[config.mk]
export PLATFORM = sky130hd
export DESIGN_NAME = mmio_port_responder
export DESIGN_NICKNAME = d
export VERILOG_FILES = /design/src/rtl/mmio_port_responder.sv
export SDC_FILE = /design/constraint.sdc
export NUM_CORES = 1
export LEC_CHECK = 0
export BUFFER_PORTS_ARGS = -buffer_cell sky130_fd_sc_hd__buf_2
export CAP_MARGIN = 10
export CORE_MARGIN = 3
export CORE_UTILIZATION = 47
export DETAILED_ROUTE_END_ITERATION = 12
export GPL_TIMING_DRIVEN = 1
export HOLD_SLACK_MARGIN = 0.1
export PLACE_DENSITY = 0.85
export SYNTH_ARGS = -nofsm -noshare
export SYNTH_HDL_FRONTEND = slang
export SYNTH_SLANG_ARGS = --single-unit
[constraint.sdc]
create_clock -name clk -period 5.9 [get_ports clk]
set_clock_uncertainty 0.05 [all_clocks]
set_input_delay 1.18 -clock clk [delete_from_list [all_inputs] [get_ports clk]]
set_output_delay 1.18 -clock clk [all_outputs]
set_load 0.005 [all_outputs]
[src/rtl/mmio_port_responder.sv]
// MMIO responder: PortOut register, synchronized PortIn with change flag,
// optional timer/compare. Optional timer is built when MMIO_TIMER_EN is defined.
module mmio_port_responder #(
  parameter logic [31:0] BASE_ADDR = 32'h1001_0100
) (
  input  logic        clk,
  input  logic        reset,
  input  logic [31:0] Address,
  input  logic [31:0] WriteData,
  input  logic        MemWrite,
  input  logic        MemRead,
  output logic [31:0] ReadData,
  output logic        Hit,
  input  logic [7:0]  PortIn,
  output logic [31:0] PortOut,
  output logic        IRQ
);

  localparam logic [2:0] OFF_OUT  = 3'd0;
  localparam logic [2:0] OFF_IN   = 3'd1;
  localparam logic [2:0] OFF_STAT = 3'd2;
  localparam logic [2:0] OFF_TMR  = 3'd3;
  localparam logic [2:0] OFF_CMP  = 3'd4;

  logic [2:0] sel;
  logic       wr;
  logic       rd;
  logic       sel_out;
  logic       sel_in;
  logic       sel_stat;
  logic       sel_tmr;
  logic       sel_cmp;
  logic       unused_addr;

  assign sel = Address[4:2];
  assign Hit = (Address[31:5] == BASE_ADDR[31:5])
            && (sel <= OFF_CMP);
  assign wr  = MemWrite && Hit;
  assign rd  = MemRead && Hit;

  // Sub-word byte offset carries no meaning here.
  assign unused_addr = ^Address[1:0];

  assign sel_out  = (sel == OFF_OUT);
  assign sel_in   = (sel == OFF_IN);
  assign sel_stat = (sel == OFF_STAT);
  assign sel_tmr  = (sel == OFF_TMR);
  assign sel_cmp  = (sel == OFF_CMP);

  logic [31:0] out_q, out_d;
  logic [7:0]  s1_q, s2_q, s3_q;
  logic [1:0]  stat_q, stat_d;
  logic        irq_q, irq_d;
  logic        in_set;
  logic        tmr_set;
  logic [31:0] tmr_rd;
  logic [31:0] cmp_rd;

  assign in_set = (s2_q != s3_q);

`ifdef MMIO_TIMER_EN
  logic [31:0] tmr_q, tmr_d;
  logic [31:0] cmp_q, cmp_d;
  logic        wr_tmr;
  logic        wr_cmp;

  assign wr_tmr = wr && sel_tmr;
  assign wr_cmp = wr && sel_cmp;

  // A load replaces the increment for that cycle.
  always_comb begin
    tmr_d = tmr_q + 32'd1;
    cmp_d = cmp_q;
    if (wr_tmr) tmr_d = WriteData;
    if (wr_cmp) cmp_d = WriteData;
  end

  always_ff @(posedge clk or negedge reset) begin
    if (!reset) begin
      tmr_q <= '0;
      cmp_q <= '1;
    end else begin
      tmr_q <= tmr_d;
      cmp_q <= cmp_d;
    end
  end

  assign tmr_set = (tmr_q == cmp_q);
  assign tmr_rd  = tmr_q;
  assign cmp_rd  = cmp_q;
`else
  assign tmr_set = 1'b0;
  assign tmr_rd  = '0;
  assign cmp_rd  = '0;
`endif

  // Set beats a same-edge W1C clear.
  always_comb begin
    out_d  = out_q;
    stat_d = stat_q;
    if (wr && sel_out) out_d = WriteData;
    if (wr && sel_stat) stat_d = stat_q & ~WriteData[1:0];
    if (in_set) stat_d[0] = 1'b1;
    if (tmr_set) stat_d[1] = 1'b1;
    irq_d = |stat_d;
  end

  always_ff @(posedge clk or negedge reset) begin
    if (!reset) begin
      out_q  <= '0;
      s1_q   <= '0;
      s2_q   <= '0;
      s3_q   <= '0;
      stat_q <= '0;
      irq_q  <= 1'b0;
    end else begin
      out_q  <= out_d;
      s1_q   <= PortIn;
      s2_q   <= s1_q;
      s3_q   <= s2_q;
      stat_q <= stat_d;
      irq_q  <= irq_d;
    end
  end

  always_comb begin
    ReadData = '0;
    if (rd) begin
      unique case (1'b1)
        sel_out:  ReadData = out_q;
        sel_in:   ReadData = {24'b0, s2_q};
        sel_stat: ReadData = {30'b0, stat_q};
        sel_tmr:  ReadData = tmr_rd;
        sel_cmp:  ReadData = cmp_rd;
        default:  ReadData = '0;
      endcase
    end
  end

  assign PortOut = out_q;
  assign IRQ     = irq_q;

endmodule

==> results of run 1 <==
==> cells in the mapped netlist <==
library cell,n
a21oi_1,2
and2_1,24
buf_2,1
buf_6,3
clkbuf_1,4
dfrtp_1,59
inv_1,2
mux2_1,30
mux2_2,2
mux2i_1,8
nand2_1,3
nand4_1,5
nor2_1,8
nor2b_1,1
nor3_1,6
nor3b_1,1
nor4_1,5
nor4_2,1
nor4_4,1
nor4b_1,2
o211ai_1,1
o21ai_0,1
o31ai_1,1
or3_1,1
or4_1,1
xnor2_1,8
==> critical path, delay by kind of cell <==
family	cells	cell delay, ns
simple gates	4	1.94
buf+inv	2	0.21
==> registers in the layout, indices dropped and copies added, names as in the netlist <==
signal	cells
stat_q	2
s2_q	8
s3_q	8
s1_q	8
IRQ	1
PortOut	32
==> placed cells by master, fill, tap and decap left out, types with 2 or more instances in the layout <==
master / n
nor4_1: 5
dfrtp_1: 59
bufinv_16: 2
nor4b_1: 2
mux2_2: 2
and2_1: 24
clkbuf_8: 10
mux2_1: 30
xnor2_1: 8
buf_2: 139
mux2i_1: 8
nor2_1: 8
nor3_1: 6
nor4_4: 2
a21oi_1: 2
inv_1: 2
nand4_1: 5
nand2_1: 3
clkinvlp_4: 2
buf_4: 2
==> cell type report <==
type,instances,share of cell area (%)
Clock inverter,6,2.60
Inverter,2,0.220
Sequential cell,59,43.2
Tap cell,67,2.45
Multi-Input combinational cell,112,26.7
Clock buffer,10,4.03
Timing Repair Buffer,141,20.8
==> kinds of logic (layout without fill, tap and decap cells) <==
group,Yosys count,count (layout),share of synthesized area (%)
DFF,59,59,60.5
muxes,40,40,18.0
xor gates and xnor gates,8,8,2.87
and+or+nand+nor,59,59,14.9
AOI/OAI and AO/OA,5,5,1.23
buffers and inverters,10,159,2.51
==> per-layer routing <==
metal | vias up | share of wire [%]
met4 | 0 | 1.9
met1 | 897 | 40
met3 | 8 | 9.3
met5 | - | 0
li1 | 920 | -
met2 | 102 | 48
==> per-stage QoR <==
stage | area, µm² | total power [mW] | std cells | utilization [%] | hold slack [ns]
2_1_floorplan | 2440 | 0.438 | 181 | - | 0.281
3_3_place_gp | 3190 | 0.472 | 381 | 65.4 | 0.282
3_5_place_dp | 3190 | 0.473 | 381 | 65.4 | 0.286
4_1_cts | 3420 | 0.881 | 397 | 70.0 | 0.299
5_1_grt | 3420 | 0.909 | 397 | 70.0 | 0.305
6_report | 3420 | 0.872 | 397 | 70.0 | 0.299
==> worst max-delay path by stage <==
stage / slack, ns / from / end / cells past startpoint
6_report: 1.32 / Address[20] / ReadData[10] / 6
5_1_grt: 1.04 / Address[20] / ReadData[29] / 6
4_1_cts: 1.28 / Address[20] / ReadData[10] / 6
3_5_place_dp: 1.29 / Address[20] / ReadData[10] / 6
3_3_place_gp: 1.33 / Address[20] / ReadData[8] / 6
2_1_floorplan: 2.09 / Address[19] / ReadData[2] / 5
==> where the power goes <==
group          leakage, nW  total (mW)  internal, mW  switching (mW)
clock network        0.108       0.407         0.249           0.158
logic                 1.07      0.0475        0.0251          0.0224
registers            0.753       0.418         0.413         0.00479
total                 1.93       0.872         0.687           0.185
==> results by stage, run 1 <==
Critical path:
- The dominant cell type by count on the critical path is buf_2.
- In this design, the stage delay of the slowest critical-path cell is 0.96 ns.
- Traced cell by cell, the critical path runs through buf_2 -> nor4_1 -> nand4_1 -> nor4_4 -> and2_1 -> buf_2.
- The required time of the worst setup path is 4.67 ns.
- The critical path's slowest cell is nor4_4.
- The origin of the critical flop-to-flop path is s2_q[0]$_DFF_PN0_.
- For the worst setup path, the data arrival time is 3.35 ns.
- The register-to-register path setup slack is 4.74 ns.
- STA classifies the critical path startpoint as an input port.
- The worst setup path is of the in -> out kind.
- The reg-to-reg critical path endpoint is IRQ$_DFF_PN0_.
- The maximum fanout along the worst path is 24.
- The number of cells on the worst reg-to-reg path is 4.
- The worst setup path is captured at an output pin.

Yosys:
- Synthesis instantiated 26 different standard cells from the library.
- Yosys printed 0 warnings.
- After synthesis the cells add up to 2440 µm².
- The number of storage elements in the synthesis netlist is 59.
- The library cell occupying the most area in the post-synthesis netlist is dfrtp_1.
- The share of the synthesized area in the top cell type is between 60 and 70%.
- Averaged over all synthesized cells, the footprint is 13.5 µm².
- After technology mapping, the gate count stands at 181.
- Ranked by total cell area, the synthesized netlist is headed by dfrtp_1 60%, mux2_1 14%, and2_1 6.2%.
- Counting every net in the synthesized netlist gives 257.
- Summing the sequential cell areas from Yosys gives 60.5% of the chip area.

GRT:
- The fraction of met3 tracks used by global routing is 5.16%.
- After global routing the overflow that remains totals 0.
- The number of antenna violations at the first check in global routing is 0.
- The maximum number of pins on one net before global-route repair is 60.
- The met1 track demand over resource in global routing is 22.5%.
- The global-route wire length before repair is 9.11 mm.
- The global router's overall resource usage is 19.6%.
- The fraction of met2 tracks used by global routing is between 30% and 40%.
- The number of global-route vias before repair was ~1900.
- The most heavily used metal layer in global routing is met2.

Clock tree:
- The tree is rooted in a clkbuf_8.
- The clock latency of the later-clocked register in the worst-skew pair is between 0.3 and 0.4 ns.
- The maximum clock path buffer count is 2.
- Post-CTS repair changed the size of 0 cells.
- The number of hold buffers added after CTS is 0.
- The tree built by TritonCTS fans out to 59 sinks.
- The H-tree was split into 3 levels.
- The number of buffers inserted by post-CTS setup repair is 0.
- TritonCTS built the clock tree.
- After clock tree synthesis, the clock-pin slew on the worst setup and hold paths is 0.07 ns.
- The number of buffers created by CTS is 9.

STA:
- The slew of the pin with the lowest slew margin is between 1 and 1.5 ns.
- The total setup violations reported at the end of the flow is 0.
- The routed design could run at a clock period as short as 4.58 ns.
- Setup repair after global routing left no endpoint under its margin.
- The hold violation count in the final report is 0.
- The number of max-slew violations in the final report was 0.
- The worst slew slack as a fraction of its limit is 30.1%.
- The worst-case setup margin in the final layout is 1.32 ns.
- The achievable clock frequency is 218 MHz.
- The total negative slack for setup checks is 0 ns.
- The share of the clock period used by the worst path after layout is 77.6%.

Routing:
- The DRC violation total after the first TritonRoute iteration is 69.
- The average via count per standard cell is 4.85.
- The count of vias placed by the detailed router is ~1900.
- The number of nets with antenna violations after detailed routing is 0.
- The DRC violation count after routing is 0.
- The routed design has 5.69 mm of wire.
- The count of TritonRoute iterations in the first routing pass is 4.
- After detailed routing, the average wire length per cell comes to about 14 µm.

Final layout:
- The share of post-route cells with drive strength above 1 is 48.8%.
- In the final design database the tool counted between 400 and 500 nets.
- The multi-input combinational cells in the finished layout cover a total of 912 µm².
- 0 antenna diodes ended up in the layout.
- The area added between synthesis and finish is 40.0%.
- The sequential cells in the finished layout cover a total of ~1500 µm².
- The filler cells instantiated in the layout total around 360.

Min path:
- The class of the tightest hold or removal check is reg -> reg.
- The worst min-delay path endpoint is s2_q[3]$_DFF_PN0_.
- The source of the worst hold timing path is s1_q[3]$_DFF_PN0_.
- The worst hold path was traced through 0 stages.

Job:
- The reported max-cap violation count is 0.

Floorplan:
- The area of the core is 4880 µm².
- The number of rows created at floorplan is 25.
- 142 I/O pins were placed.
- The y dimension of the die is 78.1 µm.
- The die is 78.1 µm wide.
- The die covers 6090 µm².
- The initial utilization of the core area, before any placement, comes to 50.0%.

Place:
- Buffers placed on the I/O ports in this run total 139.
- Prior to clock tree synthesis, the placed netlist has a worst setup slack of 1.29 ns.
- The congestion estimate from routability-driven global placement came to 0.703.
- After legalization and detailed placement, the total HPWL measured 4.23 mm.

Power:
- The power density over cell area is 255 nW/µm².
- Across the VDD grid, the largest voltage drop is approximately 0.25 mV.
- The analysis attributes to cell leakage a power of 1.93 nW.

Outcome:
- The flow ran to the end, and the final reports show no timing, DRC or antenna violations.
Note: power is estimated with default switching activity, not from simulation.
==> run 2, diff against run 1 <==
- ABC_AREA: default -> 1
- CORE_UTILIZATION: 47 -> 40
- PLACE_DENSITY: 0.85 -> 0.76
- clock period: 5.9 -> 4.1 ns (I/O delays scaled with it)
==> run 2 against run 1 <==
Effect of this change:
- sequential share of layout area shrank 1.1 points
- register-to-register slack lost 1.8 ns
- final area grew 2.6%
- clock power grew 18%
- power grew 33%
- utilization shrank 13 points
- via count grew 22%
- non-clock buffer count grew 2
- largest cell class unchanged
==> results by stage, run 2 <==
Outcome:
- Outcome: finished, final reports clean (unchanged).

STA:
- The total setup violations reported at the end of the flow is 0 (unchanged).
- The number of max-slew violations in the final report is 0 (unchanged).
- The final hold slack came to 0.301 ns (was 0.299 ns).
- The share of the clock period used by the worst path after layout is 81.5%.
- Timing would allow up to 299 MHz.
- The slew of the pin with the lowest slew margin was 0.913 ns (was 1.04 ns).
- Unrepaired setup endpoints after global routing: false (unchanged).
- The total negative slack for setup checks is 0 ns (unchanged).
- The worst slew slack as a fraction of its limit is 39.0% (was 30.1%).
- The post-route minimum period is 3.34 ns.
- The worst-case setup margin in the final layout is 0.758 ns (was 1.32 ns).
- The hold violation count in the final report was 0 (unchanged).

Place:
- The post-placement worst setup slack came to 0.795 ns (was 1.29 ns).
- The global placement routability congestion was 0.751 (was 0.703).
- The number of buffers added on ports is 139 (unchanged).
- The cell count after placement is 508 (was 381).
- The HPWL after detailed placement is 4.66 mm (was 4.23 mm).
- The placed instance area is 3320 µm² (was 3190 µm²).

Routing:
- The DRC violation count after routing is 0 (unchanged).
- The average via count per standard cell was 4.48 (was 4.85).
- The routed length per instance is 11.7 µm (was 14.3 µm).
- The count of vias placed by the detailed router came to 2344 (was 1927).
- The number of nets with antenna violations after detailed routing is 0 (unchanged).
- The post-detailed-routing wire length is 6.11 mm (was 5.69 mm).
- The count of TritonRoute iterations in the first routing pass was 4 (unchanged).
- The DRC violation total after the first TritonRoute iteration was 82 (was 69).

Yosys:
- The number of warnings reported in the yosys synthesis log is 0 (unchanged).
- The dominant cell by count in the synthesized netlist is nand2_1 (was dfrtp_1).
- The total standard cell area after synthesis is 2580 µm² (was 2440 µm²).
- Cells taking the most area after synthesis: dfrtp_1 57%, nand2_1 13%, nor2_1 6.5% (was dfrtp_1 60%, mux2_1 14%, and2_1 6.2%).
- The share of flip-flops with an asynchronous set or reset is 100% (unchanged).
- The number of nets produced by synthesis is 377 (was 257).
- The share of the synthesized area in the top cell type came to 57.2% (was 60.5%).
- The most common flop cell mapped by yosys is dfrtp_1 (unchanged).
- The post-synthesis cell type count was 19 (was 26).
- The average cell area after synthesis is 8.58 µm² (was 13.5 µm²).
- Most frequent cells after synthesis: 88 x nand2_1, 59 x dfrtp_1, 45 x nor2_1 (was 59 x dfrtp_1, 30 x mux2_1, 24 x and2_1).
- The number of storage elements in the synthesis netlist is 59 (unchanged).
- The synthesized instance count is 301 (was 181).
- The number of flops mapped to enable cells by yosys is 0 (unchanged).
- The sequential cell area fraction in the yosys report was 57.2% (was 60.5%).
- The library cell occupying the most area in the post-synthesis netlist is dfrtp_1 (unchanged).

Critical path:
- The classification of the worst setup path is in -> out (unchanged).
- The launching element of the worst setup path is Address[10] (was Address[20]).
- The buffer and inverter count on the worst path is 2 (unchanged).
- The origin of the critical flop-to-flop path is s2_q[0]$_DFF_PN0_ (unchanged).
- The register-to-register path setup slack was 2.96 ns (was 4.74 ns).
- The required time of the worst setup path is 3.23 ns (was 4.67 ns).
- The cell depth of the worst setup path is 9 (was 6).
- CP cell instances: buf_2 -> nor2_1 -> nand2_1 -> nor2_1 -> nand2_1 -> nor2_4 -> nand2_1 -> nor2_1 -> buf_2 (was buf_2 -> nor4_1 -> nand4_1 -> nor4_4 -> and2_1 -> buf_2).
- The number of cells on the worst reg-to-reg path is 4 (unchanged).
- The kind of start point of the critical path is an input port (unchanged).
- The maximum fanout along the worst path is 24 (unchanged).
- The critical path's slowest cell is nand2_1 (was nor4_4).
- The kind of end point of the critical path is an output pin (unchanged).
- The critical path data arrival time was 2.47 ns (was 3.35 ns).
- The delay of the slowest cell on the worst path is 0.55 ns (was 0.96 ns).
- The cell family with the largest share of critical-path delay is simple AND/OR/NAND/NOR gates (unchanged).

Final layout:
- The filler cell count came to 590 (was 356).
- The number of flip-flops in the largest register is 32 (unchanged).
- The post-route cell area is 3500 µm² (was 3420 µm²).
- The area of the multi-input gates is 880 µm² (was 912 µm²).
- Most frequent cells in the layout: 139 x buf_2, 88 x nand2_1, 59 x dfrtp_1 (was 139 x buf_2, 59 x dfrtp_1, 30 x mux2_1).
- The count of non-filler cells in the finished layout came to 523 (was 397).
- The antenna diode instance count is 0 (unchanged).
- The number of nets at the end of the flow is 520 (was 401).
- The utilization after layout is 57.5% (was 70.0%).
- The most common cell after layout, fill and taps aside is buf_2 (unchanged).
- The area added between synthesis and finish came to 35.7% (was 40.0%).
- The flip-flop and latch area came to 1480 µm² (unchanged).
- The share of post-route cells with drive strength above 1 is 36.6% (was 48.8%).

Clock tree:
- The number of buffers created by CTS is 9 (unchanged).
- The H-tree level count was 3 (unchanged).
- The number of hold buffers added after CTS is 0 (unchanged).
- The buffer cell driving the clock tree root is clkbuf_8 (unchanged).
- The clock sink total is 59 (unchanged).
- The clock tree from TritonCTS was built (unchanged).
- The maximum clock path buffer count is 2 (unchanged).
- The number of buffers inserted by post-CTS setup repair is 0 (unchanged).
- The number of resized instances in the post-cts repair step is 0 (unchanged).
- The clock latency of the later-clocked register in the worst-skew pair is 0.31 ns (was 0.33 ns).
- The clock transition at the register clock pins on the worst setup and hold paths after CTS came to 0.07 ns (about the same).

Power:
- The static leakage is 1.91 nW (was 1.93 nW).
- The power density over cell area is 331 nW/µm² (was 255 nW/µm²).
- The peak supply drop is 0.197 mV (was 0.247 mV).
- The total power consumption of the routed design was 1.16 mW (was 0.872 mW).

Min path:
- The cell depth of the worst min-delay path is 0 (unchanged).
- The class of the tightest hold or removal check was reg -> reg (unchanged).
- The source of the worst hold timing path is s1_q[2]$_DFF_PN0_ (was s1_q[3]$_DFF_PN0_).

Floorplan:
- The area of the core is 6100 µm² (was 4880 µm²).
- The I/O pin count is 142 (unchanged).
- The y dimension of the die is 86.4 µm (was 78.1 µm).
- The die outline area came to 7460 µm² (was 6090 µm²).
- The number of rows created at floorplan is 28 (was 25).
- The effective utilization at floorplan is 42.4% (was 50.0%).
- The width of the chip is 86.4 µm (was 78.1 µm).

GRT:
- The global router's overall resource usage is 16.7% (was 19.6%).
- The maximum number of pins on one net before global-route repair is 65 (was 60).
- The global-route wire length before repair is 9.87 mm (was 9.11 mm).
- The number of antenna violations at the first check in global routing came to 0 (unchanged).
- The number of global-route vias before repair is 2270 (was 1907).
- The global-route congestion overflow total is 0 (unchanged).

Job:
- The reported max-cap violation count is 0 (unchanged).
run 2: final timing paths:
kind                                      endpoint
min                              s2_q[2]$_DFF_PN0_
max in group asynchronous  PortOut[29]$_DFFE_PN0P_
max reg2reg                          IRQ$_DFF_PN0_
max                                   ReadData[24]
min in group asynchronous        s1_q[4]$_DFF_PN0_
min reg2reg                      s2_q[2]$_DFF_PN0_
run 2: cell type report:
| type | instances | share of cell area [%] |
|---|---|---|
| inverters | 39 | 4.18 |
| flip-flops and latches | 59 | 42.1 |
| clock inverters | 5 | 1.57 |
| repair buffers | 143 | 20.7 |
| well taps | 75 | 2.68 |
| multi-input cells | 192 | 25.1 |
| clock buffers | 10 | 3.64 |
run 2: cell families after synthesis:
group           Yosys count  share of synthesized area [%]
simple gates            143                           22.5
xor+xnor                  8                           2.71
compound gates           41                           8.62
flops                    59                           57.2
buf+inv                  50                           9.01
run 2: where the power goes:
part	internal, mW	total (mW)	switching (mW)
Clock	0.275	0.481	0.206
Combinational	0.0382	0.0776	0.0394
Sequential	0.594	0.601	0.00687
Total	0.907	1.16	0.253
run 2: per-layer routing:
metal	global-route usage (%)	share of wire (%)	vias up
met2	29.6	48	99
met4	6.66	0.97	0
li1	-	-	1203
met5	0	0	-
met3	4.18	9.2	4
met1	19.2	42	1038
